**src/rtl/cpu_types_pkg.sv**
```systemverilog
// Shared CPU types: word and RAM-state encodings, plus the memory arbiter's
// state and grant types and its arbitration helper.
package cpu_types_pkg;

    localparam int WORD_W = 32;

    typedef logic [WORD_W-1:0] word_t;

    // RAM bus status as reported by the RAM controller
    typedef enum logic [1:0] {
        FREE   = 2'd0,
        BUSY   = 2'd1,
        ACCESS = 2'd2,
        ERROR  = 2'd3
    } ramstate_t;

    // Arbiter states: arbitration, service of one requester, one-cycle hit
    typedef enum logic [2:0] {
        IDLE   = 3'd0,
        DSVC   = 3'd1,
        ISVC   = 3'd2,
        DONE_D = 3'd3,
        DONE_I = 3'd4
    } arb_state_t;

    // Which requester completed most recently
    typedef enum logic {
        GRANT_I = 1'b0,
        GRANT_D = 1'b1
    } grant_t;

    // Choose the service state from IDLE. Under contention the requester that
    // did not complete last wins, so neither side can starve the other.
    function automatic arb_state_t arb_pick(input logic d_req, input logic i_req,
                                            input grant_t last_grant);
        arb_state_t nxt;
        nxt = IDLE;
        if (d_req && i_req) begin
            if (last_grant == GRANT_I) nxt = DSVC;
            else                       nxt = ISVC;
        end else if (d_req) begin
            nxt = DSVC;
        end else if (i_req) begin
            nxt = ISVC;
        end
        return nxt;
    endfunction

endpackage

```
**src/rtl/mem_arb_wdog.sv**
```systemverilog
// Service watchdog for mem_hit_arbiter: counts cycles spent in a service
// state and flags expiry in the TIMEOUT_CYCLES-th cycle of that service.
// Only instantiated when MEM_ARB_TIMEOUT_EN is defined.
module mem_arb_wdog #(
    parameter int TIMEOUT_CYCLES = 255
) (
    input  logic clk,
    input  logic rst,
    input  logic i_active,
    output logic o_expired
);

    localparam int CNT_BITS = $clog2(TIMEOUT_CYCLES + 1);
    localparam int CNT_W    = (CNT_BITS < 8) ? 8 : CNT_BITS;

    logic [CNT_W-1:0] r_cnt;

    // Count while a service is active; leaving service clears the count so
    // each new service starts from zero.
    always_ff @(posedge clk or posedge rst) begin
        if (rst) begin
            r_cnt <= '0;
        end else if (i_active) begin
            r_cnt <= r_cnt + CNT_W'(1);
        end else begin
            r_cnt <= '0;
        end
    end

    assign o_expired = i_active && (r_cnt == CNT_W'(TIMEOUT_CYCLES - 1));

endmodule

```
**src/rtl/mem_hit_arbiter.sv**
```systemverilog
// mem_hit_arbiter: responder side of the ihit/dhit pipeline handshake.
// Arbitrates instruction fetches and data accesses onto the single-ported
// RAM bus, returns registered load data and a one-cycle hit pulse.
// Optional feature: define MEM_ARB_TIMEOUT_EN to add a service watchdog that
// aborts a service after TIMEOUT_CYCLES cycles and pulses arb_err.
module mem_hit_arbiter
    import cpu_types_pkg::*;
#(
    parameter int DATA_W         = 32,
    parameter int TIMEOUT_CYCLES = 255
) (
    input  logic              CLK,
    input  logic              RST,
    // instruction side
    input  logic              iREN,
    input  logic [DATA_W-1:0] iaddr,
    output logic [DATA_W-1:0] iload,
    output logic              ihit,
    // data side
    input  logic              dREN,
    input  logic              dWEN,
    input  logic [DATA_W-1:0] daddr,
    input  logic [DATA_W-1:0] dstore,
    output logic [DATA_W-1:0] dload,
    output logic              dhit,
    // RAM bus
    output logic              ramREN,
    output logic              ramWEN,
    output logic [DATA_W-1:0] ramaddr,
    output logic [DATA_W-1:0] ramstore,
    input  logic [DATA_W-1:0] ramload,
    input  ramstate_t         ramstate,
    // status
    output logic              arb_err
);

    arb_state_t        r_state;
    grant_t            r_last_grant;
    logic [DATA_W-1:0] r_iload;
    logic [DATA_W-1:0] r_dload;
    logic              r_ihit;
    logic              r_dhit;
    logic              r_arb_err;

    logic              w_d_req;
    logic              w_in_svc;
    logic              w_timeout;
    logic              w_ram_ren;
    logic              w_ram_wen;
    logic [DATA_W-1:0] w_ram_addr;
    logic [DATA_W-1:0] w_ram_store;

    assign w_d_req  = dREN || dWEN;
    assign w_in_svc = (r_state == DSVC) || (r_state == ISVC);

`ifdef MEM_ARB_TIMEOUT_EN
    mem_arb_wdog #(
        .TIMEOUT_CYCLES (TIMEOUT_CYCLES)
    ) u_wdog (
        .clk       (CLK),
        .rst       (RST),
        .i_active  (w_in_svc),
        .o_expired (w_timeout)
    );
`else
    // Without the watchdog a service waits on the RAM indefinitely; the
    // limit is accepted but has no effect.
    assign w_timeout = 1'b0 && (TIMEOUT_CYCLES != 0);
`endif

    // RAM bus drive: strobes, address and store data only in a service state,
    // following the granted requester's inputs combinationally.
    always_comb begin
        w_ram_ren   = 1'b0;
        w_ram_wen   = 1'b0;
        w_ram_addr  = '0;
        w_ram_store = '0;
        case (r_state)
            DSVC: begin
                w_ram_addr = daddr;
                if (dWEN) begin
                    w_ram_wen   = 1'b1;
                    w_ram_store = dstore;
                end else begin
                    w_ram_ren = dREN;
                end
            end
            ISVC: begin
                w_ram_addr = iaddr;
                w_ram_ren  = iREN;
            end
            default: ;
        endcase
    end

    // Arbitration FSM with registered hit/error pulses and load capture.
    always_ff @(posedge CLK or posedge RST) begin
        if (RST) begin
            r_state      <= IDLE;
            r_last_grant <= GRANT_I;
            r_iload      <= '0;
            r_dload      <= '0;
            r_ihit       <= 1'b0;
            r_dhit       <= 1'b0;
            r_arb_err    <= 1'b0;
        end else begin
            r_ihit    <= 1'b0;
            r_dhit    <= 1'b0;
            r_arb_err <= 1'b0;
            case (r_state)
                IDLE: begin
                    r_state <= arb_pick(w_d_req, iREN, r_last_grant);
                end
                DSVC: begin
                    if (!w_d_req) begin
                        r_state <= IDLE;
                    end else if (ramstate == ACCESS) begin
                        if (!dWEN) r_dload <= ramload;
                        r_dhit       <= 1'b1;
                        r_last_grant <= GRANT_D;
                        r_state      <= DONE_D;
                    end else if ((ramstate == ERROR) || w_timeout) begin
                        r_arb_err <= 1'b1;
                        r_state   <= IDLE;
                    end
                end
                ISVC: begin
                    if (!iREN) begin
                        r_state <= IDLE;
                    end else if (ramstate == ACCESS) begin
                        r_iload      <= ramload;
                        r_ihit       <= 1'b1;
                        r_last_grant <= GRANT_I;
                        r_state      <= DONE_I;
                    end else if ((ramstate == ERROR) || w_timeout) begin
                        r_arb_err <= 1'b1;
                        r_state   <= IDLE;
                    end
                end
                DONE_D, DONE_I: begin
                    r_state <= IDLE;
                end
                default: begin
                    r_state <= IDLE;
                end
            endcase
        end
    end

    assign ramREN   = w_ram_ren;
    assign ramWEN   = w_ram_wen;
    assign ramaddr  = w_ram_addr;
    assign ramstore = w_ram_store;
    assign iload    = r_iload;
    assign dload    = r_dload;
    assign ihit     = r_ihit;
    assign dhit     = r_dhit;
    assign arb_err  = r_arb_err;

endmodule

```
**config.mk**
```make
export PLATFORM = sky130hd
export DESIGN_NAME = mem_hit_arbiter
export DESIGN_NICKNAME = d
export VERILOG_FILES = /design/src/rtl/cpu_types_pkg.sv /design/src/rtl/mem_arb_wdog.sv /design/src/rtl/mem_hit_arbiter.sv
export SDC_FILE = /design/constraint.sdc
export NUM_CORES = 1
export LEC_CHECK = 0
export CAP_MARGIN = 20
export CELL_PAD_IN_SITES_DETAIL_PLACEMENT = 0
export CELL_PAD_IN_SITES_GLOBAL_PLACEMENT = 1
export CORE_ASPECT_RATIO = 1.2
export CORE_UTILIZATION = 24
export CTS_CLUSTER_DIAMETER = 120
export DETAILED_ROUTE_END_ITERATION = 8
export GPL_TIMING_DRIVEN = 1
export PLACE_DENSITY = 0.83
export SLEW_MARGIN = 20
export SYNTH_ARGS = -nofsm -noshare
export SYNTH_HDL_FRONTEND = slang
export SYNTH_HIERARCHICAL = 1
export SYNTH_SLANG_ARGS = --single-unit
```
**constraint.sdc**
```tcl
create_clock -name CLK -period 2.8 [get_ports CLK]
set_input_delay 0.56 -clock CLK [delete_from_list [all_inputs] [get_ports CLK]]
set_output_delay 0.56 -clock CLK [all_outputs]
set_load 0.01 [all_outputs]
```
==> results of run 1 <==
## layout make-up
cell class,count,area share (%)
Antenna cell,1,0.0373
Clock buffer,10,3.56
Clock inverter,6,1.01
Inverter,3,0.168
Multi-Input combinational cell,152,22.5
Sequential cell,71,26.5
Tap cell,171,3.19
Timing Repair Buffer,281,43.0
## stage by stage
stage          utilization (%)  cells  hold WS (ns)
2_1_floorplan                -    246         0.469
3_3_place_gp              45.6    674         0.477
3_5_place_dp              45.6    674         0.492
4_1_cts                   47.8    690         0.505
5_1_grt                   48.5    694         0.521
6_report                  48.5    695         0.500
## layer usage
layer  routed length [um]  part of all wire (%)
met1                 5580                    41
met2                 6830                    50
met3                  979                   7.2
met4                  156                   1.2
met5                    0                     0
## registers in the layout (all words and copies together) (netlist names)
name and count:
dhit 1, iload 32, arb_err 1, dload 32, r_last_grant 1, ihit 1
r_state 3
## Yosys cell counts
cell type,number,area [um^2]
dfrtp_1,71,1780
mux2_2,35,394
a22o_1,32,280
and3_1,32,200
mux2_4,27,405
clkbuf_1,9,33.8
buf_6,6,67.6
buf_2,4,20.0
inv_1,3,11.3
nand2b_1,3,18.8
mux2_1,2,22.5
nand2_1,2,7.51
nand3b_1,2,15.0
nor2_1,2,7.51
nor3b_1,2,15.0
o21ai_0,2,10.0
a21o_1,1,7.51
a21oi_1,1,5.00
and2_1,1,6.26
and2b_1,1,7.51
and4b_1,1,10.0
buf_4,1,7.51
nand3_1,1,5.00
nand4b_4,1,23.8
nor3b_2,1,12.5
nor3b_4,1,18.8
nor4_1,1,6.26
o311ai_0,1,8.76
## power by group
group	internal [mW]	leakage (nW)	switching [mW]	total, mW
Clock	0.717	0.145	0.445	1.16
Sequential	1.49	0.901	0.274	1.76
Combinational	2.22	1.97	1.30	3.52
Total	4.42	3.01	2.02	6.44
## final timing paths
path                       slack [ns]        from  depth (start not counted)            to
min reg2reg                      0.50   dload[20]                          1     dload[20]
max reg2reg                      0.86  r_state[0]                          4     iload[19]
max in group asynchronous        1.60         RST                          3     iload[21]
min in group asynchronous        0.60         RST                          2     dload[18]
min                              0.50   dload[20]                          1     dload[20]
max                              0.11  r_state[1]                          6  ramstore[25]
## cells by family (layout without fill, tap and decap cells)
| kind of cell | after synthesis | count (layout) | synth area share, % |
|---|---|---|---|
| other | 0 | 1 | 0 |
| muxes | 64 | 64 | 24.1 |
| DFF | 71 | 71 | 52.2 |
| buffers and inverters | 23 | 300 | 4.12 |
| AOI/OAI and AO/OA | 37 | 37 | 9.15 |
| and+or+nand+nor | 51 | 51 | 10.4 |
## what timing repair did
action                     CTS  global route
resized for setup            0             2
setup endpoints to repair    0            17
hold buffers                 0             0
setup buffers                0             1
==> run_results.csv, run 1 <==
group,metric,value,unit
global_route,grt_pass1_vias,3368,
timing,tightest_slew,0.654,ns
floorplanning,ios,268,
critical_path,crit_slowest_cell,"clkdlybuf4s50_1",
detailed_routing,wirelength,13500,um
power_and_ir_drop,p_per_area,960,nW/um^2
yosys,ys_types,28,
cells_and_area,final_common_cell,"clkdlybuf4s50_1",
cells_and_area,nNetsFinal,653,
floorplanning,die-area,14700,um^2
cells_and_area,mostFrequentLayoutCells,"clkdlybuf4s50_1 (267), dfrtp_1 (71), mux2_2 (35)",
detailed_routing,drc,0,
timing,slew_headroom,56.4,%
critical_path,critPathCaptureType,"output port",
detailed_routing,wl_per_cell,19.5,um
timing,period_minus_slack,2.69,ns
critical_path,critPathLaunchType,"register",
global_route,gr-total-overflow,0,
floorplanning,die_w,111,um
cells_and_area,fillCellCount,1245,
clock_tree,cts_tree,"yes",
cells_and_area,area_growth,96.9,%
yosys,synthCells,246,
global_route,grt.total_usage,17.9,%
run,maxCapViolCount,0,
placed_design,place.port_buffers,267,
critical_path,cp_num_buf_inv,3,
yosys,ys_seq_area_share,52.2,%
critical_path,crit_type,"register to output port",
global_route,grt-busiest-layer,"met2",
global_route,grt_max_degree,53,
timing,rsz0062_at_grt,"false",
floorplanning,start_util,24.6,%
yosys,ys_ff_latch,71,
detailed_routing,ant_nets,0,
critical_path,path_max_fanout,13,
detailed_routing,viasPerCell,4.59,
cells_and_area,multi_input_area,1510,um^2
floorplanning,coreArea,13800,um^2
timing,finalSetupViolCount,0,
placed_design,globalplace.congestion,0.808,
floorplanning,dieHeight,132,um
yosys,synth_area,3400,um^2
detailed_routing,vias,3193,
power_and_ir_drop,vdd_drop_max,0.515,mV
min_path,hold_path.class,"register to register",
timing,fmaxAchievable,372,MHz
detailed_routing,drt_first_iter_violations,139,
critical_path,crit_path_max_incr_delay,0.57,ns
yosys,synth.avg_cell_area,13.8,um^2
timing,finalCritPeriodShare,96.1,%
clock_tree,worstSkewPairLatency,0.33,ns
critical_path,cpLargestDelayFamily,"buffers and inverters",
clock_tree,clock_sinks,71,
yosys,syn_nets,381,
power_and_ir_drop,finalPower,6.44,mW
clock_tree,htreeDepth,3,
timing,finClkSkew,0.00847,ns
clock_tree,clock_tree.root_cell,"clkbuf_16",
placed_design,placed_area,6300,um^2
power_and_ir_drop,p_leak,3.01,nW
yosys,yosys_warnings,6,
timing,drv_slew,0,
cells_and_area,fin_area,6710,um^2
cells_and_area,register_area,1780,um^2
timing,setup_tns,0,ns
global_route,grt_use_met2,30.9,%
status,status,"complete, no violations",
clock_tree,clk_pin_slew,0.06,ns
placed_design,place_ws,0.156,ns
global_route,grtUsageMet1,21.8,%
clock_tree,clockBufferDepth,2,
critical_path,crit_required,2.24,ns
critical_path,crit_chain,"nand2b_4 -> nor2_4 -> buf_12 -> clkbuf_16 -> and3_1 -> clkdlybuf4s50_1",
placed_design,dp_hpwl,10500,um
timing,hold_violations,0,
critical_path,arrival,2.13,ns
clock_tree,cts_inserted_buffers,9,
global_route,use_met3,4.31,%
global_route,grt_pass1_wl,19700,um
timing,fin_ws,0.110,ns
cells_and_area,drive_above_1_share,18.9,%
detailed_routing,first_pass_iters,4,
floorplanning,num_rows,47,
global_route,antenna_found_initial,2,
(Power assumes the default switching activity.)
==> inputs of run 2 (changes only) <==
- clock period: 2.8 -> 3.07 ns (I/O delays scaled with it)
==> run_results.csv, run 2 (synthesis gave the netlist of run 1 again) <==
group,metric,value,unit
timing,finClkSkew,0.00610,ns
clock_tree,clockBufferDepth,2,
floorplanning,num_rows,47,
critical_path,crit_type,"register to output port",
global_route,grt_use_met2,32.6,%
timing,tightest_slew,0.671,ns
clock_tree,clock_tree.root_cell,"clkbuf_16",
power_and_ir_drop,vdd_drop_max,0.475,mV
critical_path,critPathCaptureType,"output port",
detailed_routing,viasPerCell,4.64,
global_route,grt_max_degree,66,
clock_tree,ctsHoldBuffers,0,
cells_and_area,drive_above_1_share,18.3,%
cells_and_area,mostFrequentLayoutCells,"clkdlybuf4s50_1 (267), dfrtp_1 (71), mux2_2 (35)",
global_route,gr-total-overflow,0,
timing,setup_tns,0,ns
min_path,hold_path.class,"register to register",
floorplanning,die-area,14700,um^2
detailed_routing,drt_first_iter_violations,145,
timing,period_minus_slack,2.84,ns
detailed_routing,first_pass_iters,4,
timing,fin_ws,0.226,ns
placed_design,placed_area,6300,um^2
timing,hold_violations,0,
critical_path,critPathLaunchType,"register",
placed_design,placed_cells,675,
clock_tree,clock_sinks,71,
cells_and_area,nNetsFinal,650,
power_and_ir_drop,p_leak,2.97,nW
cells_and_area,area_growth,93.3,%
placed_design,place_ws,0.253,ns
floorplanning,start_util,24.6,%
placed_design,globalplace.congestion,0.848,
timing,fmaxAchievable,352,MHz
power_and_ir_drop,finalPower,5.60,mW
global_route,grt_pass1_wl,20200,um
critical_path,arrival,2.23,ns
critical_path,crit_chain,"nor3b_4 -> buf_4 -> a22o_1 -> clkdlybuf4s50_1",
placed_design,place.port_buffers,267,
power_and_ir_drop,p_per_area,851,nW/um^2
clock_tree,cts.repair.resized,0,
placed_design,dp_hpwl,10900,um
critical_path,crit_path_max_incr_delay,0.58,ns
critical_path,crit_required,2.46,ns
global_route,grt.total_usage,18.3,%
detailed_routing,drc,0,
critical_path,path_max_fanout,32,
cells_and_area,diodes,0,
global_route,grtUsageMet1,20.5,%
timing,rsz0062_at_grt,"false",
clock_tree,htreeDepth,3,
timing,hold_slack,0.494,ns
cells_and_area,fillCellCount,1237,
critical_path,cp_num_buf_inv,2,
clock_tree,clk_pin_slew,0.06,ns
detailed_routing,wirelength,13400,um
clock_tree,cts_inserted_buffers,9,
clock_tree,cts_tree,"yes",
global_route,use_met3,6.14,%
global_route,grt_pass1_vias,3491,
critical_path,crit_slowest_cell,"clkdlybuf4s50_1",
clock_tree,post_cts_buffers,0,
clock_tree,worstSkewPairLatency,0.33,ns
global_route,grt-busiest-layer,"met2",
critical_path,cpLargestDelayFamily,"buffers and inverters",
detailed_routing,ant_nets,0,
floorplanning,die_w,111,um
timing,slew_headroom,55.2,%
cells_and_area,fin_area,6580,um^2
cells_and_area,fin_cells,691,
floorplanning,dieHeight,132,um
detailed_routing,vias,3206,
run,maxCapViolCount,0,
status,status,"complete, no violations",
timing,finalCritPeriodShare,92.6,%
floorplanning,coreArea,13800,um^2
timing,finalSetupViolCount,0,
cells_and_area,fin_util,47.6,%
timing,drv_slew,0,
global_route,antenna_found_initial,6,
floorplanning,ios,268,
cells_and_area,final_common_cell,"clkdlybuf4s50_1",
detailed_routing,wl_per_cell,19.4,um
[run 2: cell count changes in the layout (fill, tap and decap cells not counted), moves of 2 or more]
cell       previous run  this run
buf_12                5         3
buf_4                 5         8
buf_6                 2         0
clkbuf_16            11         9
[run 2: path summary, 6_finish.rpt]
path	from	slack (ns)	endpoint	depth (start not counted)
min	dload[20]	0.49	dload[20]	1
max	r_state[2]	0.23	ramaddr[21]	4
max reg2reg	r_state[2]	1.02	dload[25]	3
min reg2reg	dload[20]	0.49	dload[20]	1
min in group asynchronous	RST	0.52	iload[19]	2
max in group asynchronous	RST	1.95	dload[23]	3
[run 2: worst reg2reg max path, delay by kind of cell (launching register included)]
| family | cells | cell delay [ns] |
|---|---|---|
| multiplexers | 1 | 0.54 |
| AND/OR/NAND/NOR | 2 | 0.88 |
| flip-flops | 1 | 0.51 |
[run 2: metal layers]
metal	share of wire [%]	wire [um]
met1	38	5040
met2	51	6870
met3	9.6	1280
met4	1.4	189
met5	0	0
[run 2: report_power, final]
part / switching, mW / internal, mW / leakage, nW
combinational: 1.13 / 1.89 / 1.93
sequential: 0.246 / 1.36 / 0.901
clock: 0.400 / 0.571 / 0.139
[run 2: final cells by class]
type                       count  area [um^2]  share of cell area, %
timing repair buffer         278         2790                   42.4
sequential                    71         1780                   27.0
multi-input combinational    152         1500                   22.9
clock buffer                  10          239                   3.63
tap                          171          214                   3.25
clock inverter                 6         43.8                  0.665
inverter                       3         11.3                  0.171
==> inputs of run 3 (changes only) <==
- CELL_PAD_IN_SITES_DETAIL_PLACEMENT: 0 -> unset
- CELL_PAD_IN_SITES_GLOBAL_PLACEMENT: 1 -> unset
- CORE_AREA: unset -> 2 2 104 106
- CORE_ASPECT_RATIO: 1.2 -> unset
- CORE_UTILIZATION: 24 -> unset
- DIE_AREA: unset -> 0 0 106 108
==> run_results.csv, run 3 (synthesis gave the netlist of run 1 again) <==
group,metric,value,unit
status,status,"complete, no violations",
critical_path,path_max_fanout,13,
clock_tree,clock_tree.root_cell,"clkbuf_8",
global_route,grt_pass1_wl,17900,um
detailed_routing,first_pass_iters,4,
placed_design,place.port_buffers,267,
timing,setup_tns,0,ns
power_and_ir_drop,p_per_area,827,nW/um^2
timing,drv_slew,0,
global_route,gr-total-overflow,0,
min_path,hold_path.startpoint,"dload[25]",
clock_tree,ctsHoldBuffers,0,
critical_path,crit_required,2.46,ns
floorplanning,die-area,11400,um^2
critical_path,crit_chain,"clkdlybuf4s50_1 -> buf_4 -> and3_1 -> clkdlybuf4s50_1",
floorplanning,dieHeight,108,um
cells_and_area,fin_area,6390,um^2
timing,finalCritPeriodShare,94.4,%
critical_path,worstSetupStartpoint,"dWEN",
timing,fmaxAchievable,345,MHz
cells_and_area,drive_above_1_share,17.8,%
placed_design,dp_hpwl,9900,um
detailed_routing,vias,3089,
critical_path,crit_path_max_incr_delay,0.69,ns
clock_tree,cts.repair.resized,0,
timing,period_minus_slack,2.90,ns
detailed_routing,ant_nets,0,
global_route,antenna_found_initial,0,
critical_path,critPathLaunchType,"input pin",
critical_path,rr_endpoint,"dload[20]",
cells_and_area,final_common_cell,"clkdlybuf4s50_1",
critical_path,endpoint,"ramstore[27]",
floorplanning,num_rows,37,
timing,slew_headroom,58.6,%
clock_tree,worstSkewPairLatency,0.34,ns
clock_tree,clockBufferDepth,2,
run,maxCapViolCount,0,
floorplanning,die_w,106,um
clock_tree,post_cts_buffers,0,
power_and_ir_drop,vdd_drop_max,0.384,mV
placed_design,placed_area,6210,um^2
cells_and_area,fin_cells,653,
critical_path,crit_type,"input pin to output port",
critical_path,crit_slowest_cell,"clkdlybuf4s50_1",
global_route,grt_max_degree,66,
clock_tree,cts_tree,"yes",
detailed_routing,wirelength,12400,um
timing,finalSetupViolCount,0,
critical_path,worst-r2r-setup-slack,1.05,ns
timing,hold_violations,0,
floorplanning,ios,268,
global_route,grt.total_usage,20.5,%
cells_and_area,area_growth,87.6,%
cells_and_area,mostFrequentLayoutCells,"clkdlybuf4s50_1 (267), dfrtp_1 (71), mux2_2 (35)",
clock_tree,htreeDepth,3,
timing,finClkSkew,0.00999,ns
placed_design,globalplace.congestion,0.830,
timing,tightest_slew,0.621,ns
cells_and_area,diodes,0,
clock_tree,cts_inserted_buffers,9,
detailed_routing,drt_first_iter_violations,184,
min_path,hold_path.class,"register to register",
cells_and_area,nNetsFinal,647,
critical_path,arrival,2.28,ns
power_and_ir_drop,p_leak,2.89,nW
critical_path,rr_startpoint,"r_state[2]",
detailed_routing,drc,0,
critical_path,crit_top_cell,"clkdlybuf4s50_1",
cells_and_area,fin_util,62.4,%
placed_design,placed_cells,637,
floorplanning,start_util,33.3,%
global_route,grt_pass1_vias,3184,
power_and_ir_drop,finalPower,5.28,mW
detailed_routing,viasPerCell,4.73,
timing,rsz0062_at_grt,"false",
detailed_routing,wl_per_cell,19.0,um
clock_tree,clock_sinks,71,
critical_path,critPathCaptureType,"output port",
critical_path,rr_worst_depth,3,
floorplanning,coreArea,10200,um^2
clock_tree,clk_pin_slew,0.07,ns
==> run 3: routing by layer <==
| layer | vias to the layer above | global-route usage [%] | wire length, um |
|---|---|---|---|
| met3 | 11 | 6.03 | 995 |
| met2 | 173 | 34.1 | 6210 |
| li1 | 1438 | - | - |
| met1 | 1467 | 26.8 | 5090 |
| met5 | - | 0 | 0 |
| met4 | 0 | 4.42 | 140 |
==> run 3: layout make-up <==
cell class              count  area (um^2)
flip-flops and latches     71         1780
inverters                   3         11.3
clock buffers              10          138
multi-input cells         152         1500
well taps                 136          170
clock inverters             6         42.5
repair buffers            275         2750
fillers                   789         3840
==> run 3: through the flow <==
stage	hold WS (ns)	setup WS [ns]
after detailed placement	0.480	0.216
after floorplan	0.469	0.659
final	0.491	0.172
after CTS	0.498	0.197
after global placement	0.477	0.268
after global routing	0.505	0.0982
==> run 3: worst max-delay path, delay by kind of cell <==
kind / cells / cell delay [ns]
simple gates: 1 / 0.19
buf+inv: 3 / 1.48
==> run 3: report_power, final <==
group	leakage [nW]	total (mW)	internal, mW	switching, mW
logic	1.90	2.98	1.88	1.11
registers	0.901	1.61	1.35	0.256
clock network	0.0891	0.687	0.318	0.369
total	2.89	5.28	3.55	1.73
==> run 3: how the worst min path moves through the flow <==
stage | to | slack (ns) | cells after the start
5_1_grt | dload[25] | 0.50 | 1
6_report | dload[25] | 0.49 | 1
4_1_cts | dload[25] | 0.50 | 1
2_1_floorplan | r_last_grant | 0.47 | 1
3_3_place_gp | dload[25] | 0.48 | 1
3_5_place_dp | dload[25] | 0.48 | 1
